--- config.mk ---
export PLATFORM = sky130hd
export DESIGN_NAME = pattern_scan_arb
export DESIGN_NICKNAME = d
export VERILOG_FILES = /design/src/rtl/pattern_scan_arb_pkg.sv /design/src/rtl/seq100_det.sv /design/src/rtl/pattern_scan_arb.sv
export SDC_FILE = /design/constraint.sdc
export NUM_CORES = 1
export LEC_CHECK = 0
export ABC_AREA = 1
export CAP_MARGIN = 20
export CORE_UTILIZATION = 31
export CTS_CLUSTER_DIAMETER = 120
export DETAILED_ROUTE_END_ITERATION = 16
export SYNTH_ARGS = -nofsm -noshare
export SYNTH_HDL_FRONTEND = slang
export SYNTH_SLANG_ARGS = --single-unit
--- constraint.sdc ---
create_clock -name CLK -period 2.15 [get_ports CLK]
set_clock_uncertainty 0.2 [all_clocks]
set_input_delay 0.43 -clock CLK [delete_from_list [all_inputs] [get_ports CLK]]
set_output_delay 0.43 -clock CLK [all_outputs]
set_load 0.005 [all_outputs]
--- src/rtl/pattern_scan_arb_pkg.sv ---
// Shared types and defaults for the pattern scan arbiter and its detector.
package pattern_scan_arb_pkg;

  localparam int W_DEFAULT  = 8;
  localparam int CW_DEFAULT = 4;

  typedef enum logic [1:0] {
    ST_IDLE  = 2'd0,
    ST_SHIFT = 2'd1,
    ST_FLUSH = 2'd2,
    ST_DONE  = 2'd3
  } ctrl_state_t;

  typedef enum logic [1:0] {
    DET_A = 2'd0,
    DET_B = 2'd1,
    DET_C = 2'd2
  } det_state_t;

  // Round-robin grant between two requesters; last = channel served most recently.
  // A lone valid channel always wins; on a tie the channel not last served wins.
  function automatic logic [1:0] rr_grant(input logic v0, input logic v1, input logic last);
    logic [1:0] g;
    if (v0 && v1) begin
      g = last ? 2'b01 : 2'b10;
    end else begin
      g = {v1, v0};
    end
    return g;
  endfunction

endpackage

--- src/rtl/seq100_det.sv ---
// Bit-serial detector: a 1, then a 0, then any run of 1s, then a 0 raises match
// for one cycle. The match output is registered, so it lags the bit by one cycle.
module seq100_det
  import pattern_scan_arb_pkg::*;
(
  input  logic CLK,
  input  logic RST,
  input  logic clr,
  input  logic din,
  output logic match
);

  det_state_t state_r;

  // Detector state walk with registered match; clr restarts the search.
  always_ff @(posedge CLK or posedge RST) begin
    if (RST) begin
      state_r <= DET_A;
      match   <= 1'b0;
    end else if (clr) begin
      state_r <= DET_A;
      match   <= 1'b0;
    end else begin
      case (state_r)
        DET_A: begin
          state_r <= din ? DET_B : DET_A;
          match   <= 1'b0;
        end
        DET_B: begin
          state_r <= din ? DET_B : DET_C;
          match   <= 1'b0;
        end
        DET_C: begin
          if (din) begin
            state_r <= DET_C;
            match   <= 1'b0;
          end else begin
            state_r <= DET_A;
            match   <= 1'b1;
          end
        end
        default: begin
          state_r <= DET_A;
          match   <= 1'b0;
        end
      endcase
    end
  end

endmodule

--- src/rtl/pattern_scan_arb.sv ---
// Two-requester front end sharing one seq100_det: grants a word round-robin,
// shifts it MSB first through the detector, counts matches and holds the result
// until the consumer takes it.
module pattern_scan_arb
  import pattern_scan_arb_pkg::*;
#(
  parameter int W  = W_DEFAULT,
  parameter int CW = CW_DEFAULT
)
(
  input  logic          CLK,
  input  logic          RST,
  input  logic          req0_valid,
  input  logic [W-1:0]  req0_data,
  output logic          req0_ready,
  input  logic          req1_valid,
  input  logic [W-1:0]  req1_data,
  output logic          req1_ready,
  output logic          rsp_valid,
  input  logic          rsp_ready,
  output logic          rsp_id,
  output logic [CW-1:0] rsp_count,
  output logic          busy
);

  localparam int IW = (W > 1) ? $clog2(W) : 1;

  ctrl_state_t   state_r;
  logic [W-1:0]  word_r;
  logic [IW-1:0] idx_r;
  logic [CW-1:0] count_r;
  logic          id_r;
  logic          ptr_r;

  logic [1:0]    grant_s;
  logic          in_idle_s;
  logic          accept_s;
  logic          acc_id_s;
  logic [W-1:0]  acc_data_s;
  logic          din_s;
  logic          match_s;
  logic [CW-1:0] inc_s;

  // Grant, handshake and detector feed; readies are held low while RST is asserted.
  always_comb begin
    grant_s    = rr_grant(req0_valid, req1_valid, ptr_r);
    in_idle_s  = (state_r == ST_IDLE) && !RST;
    req0_ready = in_idle_s && grant_s[0];
    req1_ready = in_idle_s && grant_s[1];
    accept_s   = (req0_valid && req0_ready) || (req1_valid && req1_ready);
    acc_id_s   = req1_valid && req1_ready;
    if (acc_id_s) begin
      acc_data_s = req1_data;
    end else begin
      acc_data_s = req0_data;
    end
    if (state_r == ST_SHIFT) begin
      din_s = word_r[idx_r];
    end else begin
      din_s = 1'b0;
    end
    inc_s = {{(CW-1){1'b0}}, match_s};
  end

  // The detector is cleared on the accept edge so a new word starts from state A.
  seq100_det u_det (
    .CLK   (CLK),
    .RST   (RST),
    .clr   (accept_s),
    .din   (din_s),
    .match (match_s)
  );

  // Controller FSM with registered response and busy outputs.
  always_ff @(posedge CLK or posedge RST) begin
    if (RST) begin
      state_r   <= ST_IDLE;
      word_r    <= {W{1'b0}};
      idx_r     <= IW'(W - 1);
      count_r   <= {CW{1'b0}};
      id_r      <= 1'b0;
      ptr_r     <= 1'b1;
      rsp_valid <= 1'b0;
      rsp_id    <= 1'b0;
      rsp_count <= {CW{1'b0}};
      busy      <= 1'b0;
    end else begin
      case (state_r)
        ST_IDLE: begin
          if (accept_s) begin
            word_r  <= acc_data_s;
            id_r    <= acc_id_s;
            count_r <= {CW{1'b0}};
            idx_r   <= IW'(W - 1);
            busy    <= 1'b1;
            state_r <= ST_SHIFT;
          end else begin
            busy    <= 1'b0;
            state_r <= ST_IDLE;
          end
        end
        ST_SHIFT: begin
          // match here belongs to the previous bit; the last bit's match lands in FLUSH
          count_r <= count_r + inc_s;
          if (idx_r == {IW{1'b0}}) begin
            state_r <= ST_FLUSH;
          end else begin
            idx_r   <= idx_r - {{(IW-1){1'b0}}, 1'b1};
            state_r <= ST_SHIFT;
          end
        end
        ST_FLUSH: begin
          count_r   <= count_r + inc_s;
          rsp_count <= count_r + inc_s;
          rsp_id    <= id_r;
          rsp_valid <= 1'b1;
          state_r   <= ST_DONE;
        end
        ST_DONE: begin
          if (rsp_ready) begin
            rsp_valid <= 1'b0;
            busy      <= 1'b0;
            ptr_r     <= id_r;
            state_r   <= ST_IDLE;
          end else begin
            state_r   <= ST_DONE;
          end
        end
        default: begin
          rsp_valid <= 1'b0;
          busy      <= 1'b0;
          state_r   <= ST_IDLE;
        end
      endcase
    end
  end

endmodule

* After elaboration in Yosys (flattened, before gate mapping)
Cells that the tools add are included.
** Storage, ports and cells
- Bits in registers :: 29
- Input port bits :: 21
- Output and inout port bits :: 9
- Logic and storage cells :: 72
** Cells by class
- Add/sub/neg operators :: 2
- $lt $le $gt $ge :: 1
- Equality and inequality tests :: 8
- Muxes and demuxes :: 27
- Reduce and logical (&&, ||, !) cells :: 22
** Operators by type and width (count)
- $mux W2 :: 7
- $reduce_and A2 Y1 :: 5
- $mux W1 :: 9
- $mux W8 :: 1
- $pmux W2 S4 :: 1
- $pmux W4 S2 :: 1
- $reduce_bool A2 Y1 :: 4
- $eq A2 B2 Y1 const B :: 3
- $logic_and A1 B1 Y1 :: 6
- $mux W3 :: 2
- $ne A2 B2 Y1 const B :: 3
- $pmux W2 S3 :: 1
- $pmux W3 S2 :: 1
- $add A4 B1 Y4 :: 1
- $eq A2 B1 Y1 const B :: 2
- $logic_not A2 Y1 :: 2
- $lt A3 B4 Y1 const B :: 1
- $mux W4 :: 1
- $pmux W1 S2 :: 2
- $bmux W1 S3 :: 1
- $logic_not A3 Y1 :: 1
- $reduce_and A3 Y1 :: 1
- $sub A3 B1 Y3 const B :: 1
- $reduce_or A2 Y1 :: 1
- other kinds (2) :: 2

* Longest topological paths before layout
- Depth in word-level cells :: 7
- Mapped depth :: 11
- Depth with buffers taken out :: 10

* By module
From an unflattened synthesis, not the netlist that was laid out.
** Unflattened totals
- Cells, all modules :: 217
- Area total of the unflattened synthesis :: 1646.6 um2
** By module, submodules not included
- pattern_scan_arb :: instances 1, cells an instance 201, area an instance 1516.5 um2, seq. area each 655.6 um2
- seq100_det :: instances 1, cells an instance 16, area an instance 130.1 um2, seq. area each 75.1 um2

* Worst setup path after synthesis
Ideal clock, no wire load.
- Kind :: flip-flop to output port
- Start :: reg state_r[0]
- End :: out req1_ready
- Arrival time :: 1.116 ns
- Setup slack :: 0.404 ns
- Cell stages (with the launch flop) :: 7
- Cell sequence :: dfrtp_1 -> inv_1 -> ha_1 -> inv_2 -> nor2_4 -> nand3_2 -> clkinv_2
** On the way
- Longest elaborated chain between the ends :: 3
** Ends and longest elaborated chain
- start: declaration :: line pattern_scan_arb.sv:28 : ctrl_state_t state_r;
- start signal: assignment :: line pattern_scan_arb.sv:77 : state_r <= ST_IDLE;
- start signal: assignment :: line pattern_scan_arb.sv:96 : state_r <= ST_SHIFT;
- start signal: assignment :: line pattern_scan_arb.sv:99 : state_r <= ST_IDLE;
- $logic_not A2 Y1 :: line pattern_scan_arb.sv:47 : in_idle_s = (state_r == ST_IDLE) && !RST;
- $logic_and A1 B1 Y1 :: line pattern_scan_arb.sv:47
- $logic_and A1 B1 Y1 :: line pattern_scan_arb.sv:49 : req1_ready = in_idle_s && grant_s[1];
- end: declaration :: line pattern_scan_arb.sv:18 : output logic req1_ready,
No other way between the ends.

* Worst setup path in the final report
- Start :: in req0_valid
- End :: out req1_ready
** On the way
- Longest elaborated chain between the ends :: 3
** Ends and longest elaborated chain
- start: declaration :: line pattern_scan_arb.sv:13 : input logic req0_valid,
- $logic_and A1 B1 Y1 :: line pattern_scan_arb_pkg.sv:24 : if (v0 && v1) begin
- $mux W2 :: line pattern_scan_arb_pkg.sv:24
- $logic_and A1 B1 Y1 :: line pattern_scan_arb.sv:49
No other way between the ends.

==> results_dict.tcl <==
set metrics [dict create \
    power_density_nw_per_um2 1210 \
    max-vdd-ir-drop_uv 450 \
    synth_simple_gate_area_share_pct 24.0 \
    rsz0062_at_grt "false" \
    cts_root_buf "clkbuf_8" \
    drtIter0Drc 47 \
    synth_cells 186 \
    path_class "input pin to primary output" \
    fin_cells 303 \
    clk_pin_slew_ns 0.07 \
    ctsHoldBuffers 0 \
    ant_nets 0 \
    critPathArrivalTime_ns 1.44 \
    fin_tns_setup_ns 0 \
    synth-seq-cells 29 \
    drive_gt1_share_pct 19.9 \
    syn_area_per_cell_um2 8.31 \
    num_rows 25 \
    period_minus_slack_ns 2.07 \
    synth_adder_area_share_pct 7.28 \
    synthMuxAreaShare_pct 0 \
    area_growth_pct 36.7 \
    crit_path_end_kind "primary output" \
    overflow 0 \
    period_share_pct 96.1 \
    dp_hpwl_um 2340 \
    cts_tree "built" \
    syn_nets 216 \
    grt_first_pass_wirelength_um 5420 \
    power.leakage_nw 1.04 \
    io_pins 30 \
    ys_warn_count 0 \
    portBuffers 29 \
    post_drt_wl_per_cell_um 10.1 \
    max_slew_margin_pct 75.7 \
    via_count 1304 \
    fin_util_pct 44.4 \
    drv_cap 0 \
    holdCritPathClass "register to register" \
    netlist_area_um2 1550 \
    setup_violations 0 \
    route.detailed.drc 0 \
    grt_max_degree 30 \
    synth_top_family_by_area "simple AND/OR/NAND/NOR gates" \
    yosys.cell_types.count 24 \
    diodes 0 \
    grt_pass1_vias 1269 \
    dp.cells 292 \
    globalplace.congestion 0.738 \
    required_ns 1.52 \
    run_status "finished clean" \
    cts_made_buffers 5 \
    slew_viol_final 0 \
    fin_nets 265 \
    die_w_um 72.6 \
    postPlaceCellArea_um2 1990 \
    clkLatencyLatePin_ns 0.28 \
    worst_slew_pin_slew_ns 0.364 \
    fin_area_um2 2110 \
    core_um2 4750 \
    wl_um 3050 \
    total_power_w 0.00256 \
    die_area_um2 5280 \
    cts.path.max_buffers 2 \
    grt.total_usage_pct 13.5 \
    antenna_found_initial 0 \
    cp-start-kind "input pin" \
    htree_levels 2 \
    viasPerCell 4.30 \
    fmax_mhz 484 \
    synth-compound-area-share_pct 12.0 \
    crit_fanout 3 \
    drt_pass1_iterations 4 \
    initial_core_util_pct 32.5 \
    hold_viol_final 0 \
    die_y_um 72.6 \
    yosysSeqAreaShare_pct 47.2 \
    synth_xor_area_share_pct 1.70 \
    cts_sinks 29 \
]
[repair_timing]
| action | in CTS | in global routing |
|---|---|---|
| endpoints found under the setup margin | 2 | 2 |
| resized for setup | 6 | 5 |
| setup buffers | 3 | 0 |
| pin swaps | 3 | 2 |
| endpoints found under the hold margin | 0 | 0 |
| gates cloned | 0 | 0 |
[metal layers]
layer / global-route usage [%] / share of wire (%) / vias up
met5: 0 / 0 / -
met4: 7.19 / 2.1 / 0
met3: 2.90 / 2.8 / 8
met2: 23.8 / 48 / 26
met1: 15.3 / 47 / 577
li1: - / - / 693
[cells in the mapped netlist]
cell type	n	area share [%]
a21oi_1	5	1.6
a31oi_1	8	3.2
buf_2	1	0.32
buf_6	1	0.73
clkinv_2	1	0.32
clkinv_4	1	0.57
dfrtp_1	25	40
dfstp_2	4	6.8
ha_1	9	7.3
inv_1	21	5.1
inv_2	3	0.73
nand2_1	53	13
nand2_2	3	1.2
nand3_1	16	5.2
nand3_2	1	0.65
nand4_1	1	0.40
nor2_1	11	2.7
nor2_4	1	0.73
nor3_1	1	0.32
o211ai_1	1	0.49
o21ai_0	10	3.2
o21ai_2	6	3.4
xnor2_1	1	0.57
xor2_1	2	1.1
[stage by stage]
stage / hold WS (ns) / worst slack, ns
6_report: 0.268 / 0.0835
5_1_grt: 0.297 / 0.0150
4_1_cts: 0.274 / 0.00342
3_5_place_dp: 0.254 / -0.224
3_3_place_gp: 0.257 / -0.210
2_1_floorplan: 0.235 / 0.404
[cells by family after synthesis]
family,count (synthesis)
buffers and inverters,28
DFF,29
and+or+nand+nor,87
xor gates and xnor gates,3
adders and majority gates,9
AOI/OAI and AO/OA,30
[power breakdown]
part           leakage [nW]  internal [W]  total, W  switching, W
sequential            0.357      0.000775  0.000891      0.000115
combinational         0.635      0.000551   0.00124      0.000684
clock                0.0450      0.000224  0.000431      0.000208
[cell usage in the layout (no fill, tap or decap), types with 2 or more instances in the layout]
cell / instances
inv_1: 19
nand2_2: 3
xor2_1: 2
o21ai_2: 6
nand3_1: 16
o21ai_0: 10
nand2_1: 53
a31oi_1: 8
a21oi_1: 4
clkdlybuf4s50_1: 27
dfrtp_1: 25
ha_1: 8
nor2_1: 11
buf_4: 14
clkinv_2: 3
inv_2: 5
clkbuf_8: 5
dfstp_2: 4
[state kept, by name, indices dropped and copies added, names as in the netlist]
register	cells
idx_r	3
count_r	4
rsp_count	4
ptr_r	1
state_r	2
busy	1
word_r	8
id_r	1
rsp_id	1
rsp_valid	1
u_det.state_r	2
u_det.match	1
[path summary, 6_finish.rpt]
kind,start,slack [ns],cells past startpoint,endpoint
worst max-delay path,req0_valid,0.08,5,req1_ready
worst min-delay path,u_det.state_r[1]$_DFF_PP0_,0.27,1,u_det.state_r[0]$_DFF_PP0_
worst max register to register,state_r[0]$_DFF_PP0_,0.41,9,idx_r[2]$_DFFE_PP1P_
worst min register to register,u_det.state_r[1]$_DFF_PP0_,0.27,1,u_det.state_r[0]$_DFF_PP0_
max in group asynchronous,RST,1.03,3,ptr_r$_DFFE_PP1P_
min in group asynchronous,RST,0.41,3,state_r[1]$_DFF_PP0_
[final cells by class]
type,count,area [um^2]
Fill cell,500,2640
Sequential cell,29,731
Multi-Input combinational cell,129,712
Timing Repair Buffer,44,400
Inverter,26,104
Tap cell,67,83.8
Clock buffer,6,72.6
Clock inverter,2,10.0
[worst max-delay path: stages]
cell and delay [ns]:
clkdlybuf4s50_1 0.50, nand2_1 0.08, nand3_2 0.10, clkinv_2 0.06
dlygate4sd2_1 0.26
Note: power is estimated with default switching activity, not from simulation.
==> RTL change (same settings) <==
The 4 states of `ctrl_state_t` get a one-hot encoding in 4 bits.
--- a/src/rtl/pattern_scan_arb_pkg.sv
+++ b/src/rtl/pattern_scan_arb_pkg.sv
@@ -4,11 +4,11 @@
   localparam int W_DEFAULT  = 8;
   localparam int CW_DEFAULT = 4;
 
-  typedef enum logic [1:0] {
-    ST_IDLE  = 2'd0,
-    ST_SHIFT = 2'd1,
-    ST_FLUSH = 2'd2,
-    ST_DONE  = 2'd3
+  typedef enum logic [3:0] {
+    ST_IDLE  = 4'b0001,
+    ST_SHIFT = 4'b0010,
+    ST_FLUSH = 4'b0100,
+    ST_DONE  = 4'b1000
   } ctrl_state_t;
 
   typedef enum logic [1:0] {
Function: same outputs for any inputs over 10 cycles, from zero or initial values and one cycle with RST high; not proved beyond that.
==> RTL change against the unedited design <==
- power down 14%
- synthesized area is 2.1% higher
- sequential cell count grew 2
- wire length fell by 2.0%
- combinational power decreased by 40%
- die area up 2.0%
- setup slack gained 0.0070 ns
- final area is 1.0% lower
==> RTL change: results (changes against the unedited design) <==
[finish]
seq_cell_count=31  ; +6.9%
num-nets-final=263  ; -0.75%
multi_input_cells=133  ; +3.1%
buffer_area_share_pct=15.7  ; -3.3 points
non_clock_inverter_count=33  ; +27%
fin_cells=306  ; +0.99%
seqAreaFraction_pct=37.4  ; +2.8 points
syn_to_final_growth_pct=32.5
drive_gt1_share_pct=13.4  ; -6.5 points
clockNetworkAreaShare_pct=5.62  ; +1.7 points
multi_input_area_share_pct=31.1  ; -2.6 points

[worst_setup_path]
cp_slowest_cell=dfstp_2
reg2reg_depth=5  ; -4
cp_slowest_stage_delay_ns=0.56  ; +0.06 ns

[logic_synthesis]
synth_common_cells=nand2_1, inv_1, dfrtp_1, o21ai_0, nand3_1
avgSynthCellArea_sq_um=7.86  ; -5.5%
synthTopCellsByArea=dfrtp_1, nand2_1, dfstp_2
synth_nets=226  ; +4.6%

[placed_design]
dp_slack_ns=-0.220  ; +0.00469 ns
place_area_sq_mm=0.00196  ; -1.6%
routabilityCongestion=0.731  ; -0.91%
placed_cells=298  ; +2.1%
dp_hpwl_mm=2.22  ; -5.3%

[clock_tree]
ctsResizeCount=4  ; -2

[min_path]
hold_path_class=in2async

[global_route]
grt_use_total_pct=13.7  ; +0.20 points
grt_pass1_vias=1302  ; +2.6%

[outcome]
outcome=finished clean

[power_and_ir_drop]
p_leak_nw=1.15  ; +11%

[drt]
dr.first_iter.drc_count=35  ; -26%

[die]
dieWidth_um=73.4  ; +1.0%

[timing]
max_slew_margin_pct=74.0  ; -1.8 points

[RTL change: cell types whose count changed after synthesis, moves of 2 or more]
cell | before | now
a21oi_1 | 5 | 2
a31oi_1 | 8 | 0
ha_1 | 9 | 4
inv_1 | 21 | 30
nand2_1 | 53 | 70
nand2_2 | 3 | 1
nand3_1 | 16 | 12
o21ai_0 | 10 | 16
o21ai_1 | 0 | 7
o21ai_2 | 6 | 0
[RTL change: worst paths after layout]
check | from | to | slack, ns
worst max-delay path | state_r[0] | req1_ready | 0.09
worst min register to register | u_det.state_r[1] | u_det.state_r[0] | 0.25
worst max register to register | idx_r[0] | idx_r[1] | 0.40
min in group CLK | u_det.state_r[1] | u_det.state_r[0] | 0.25
worst min-delay path | RST | state_r[3] | 0.14
max in group asynchronous | RST | idx_r[2] | 1.28
[RTL change: report_power, final]
| group | switching (mW) | total, mW | leakage, nW | internal [mW] |
|---|---|---|---|---|
| registers | 0.103 | 0.876 | 0.398 | 0.773 |
| logic | 0.433 | 0.743 | 0.691 | 0.311 |
| clock network | 0.215 | 0.590 | 0.0612 | 0.374 |
[RTL change: metal layers]
| metal | share of wire [%] | up-vias | track usage [%] |
|---|---|---|---|
| met2 | 46 | 30 | 22.5 |
| met1 | 47 | 564 | 15.9 |
| li1 | - | 695 | - |
| met5 | 0 | - | 0 |
| met4 | 2.4 | 0 | 6.41 |
| met3 | 4.4 | 8 | 4.94 |
[RTL change: cells by family (layout without fill, tap and decap cells)]
| group | Yosys count | after routing | share of synthesized area (%) |
|---|---|---|---|
| buf+inv | 37 | 75 | 9.98 |
| flops | 31 | 31 | 49.5 |
| mux | 1 | 1 | 0.634 |
| xor+xnor | 3 | 3 | 1.66 |
| fa+ha+maj | 4 | 4 | 3.17 |
| simple gates | 100 | 100 | 27.1 |
| compound gates | 25 | 25 | 7.92 |
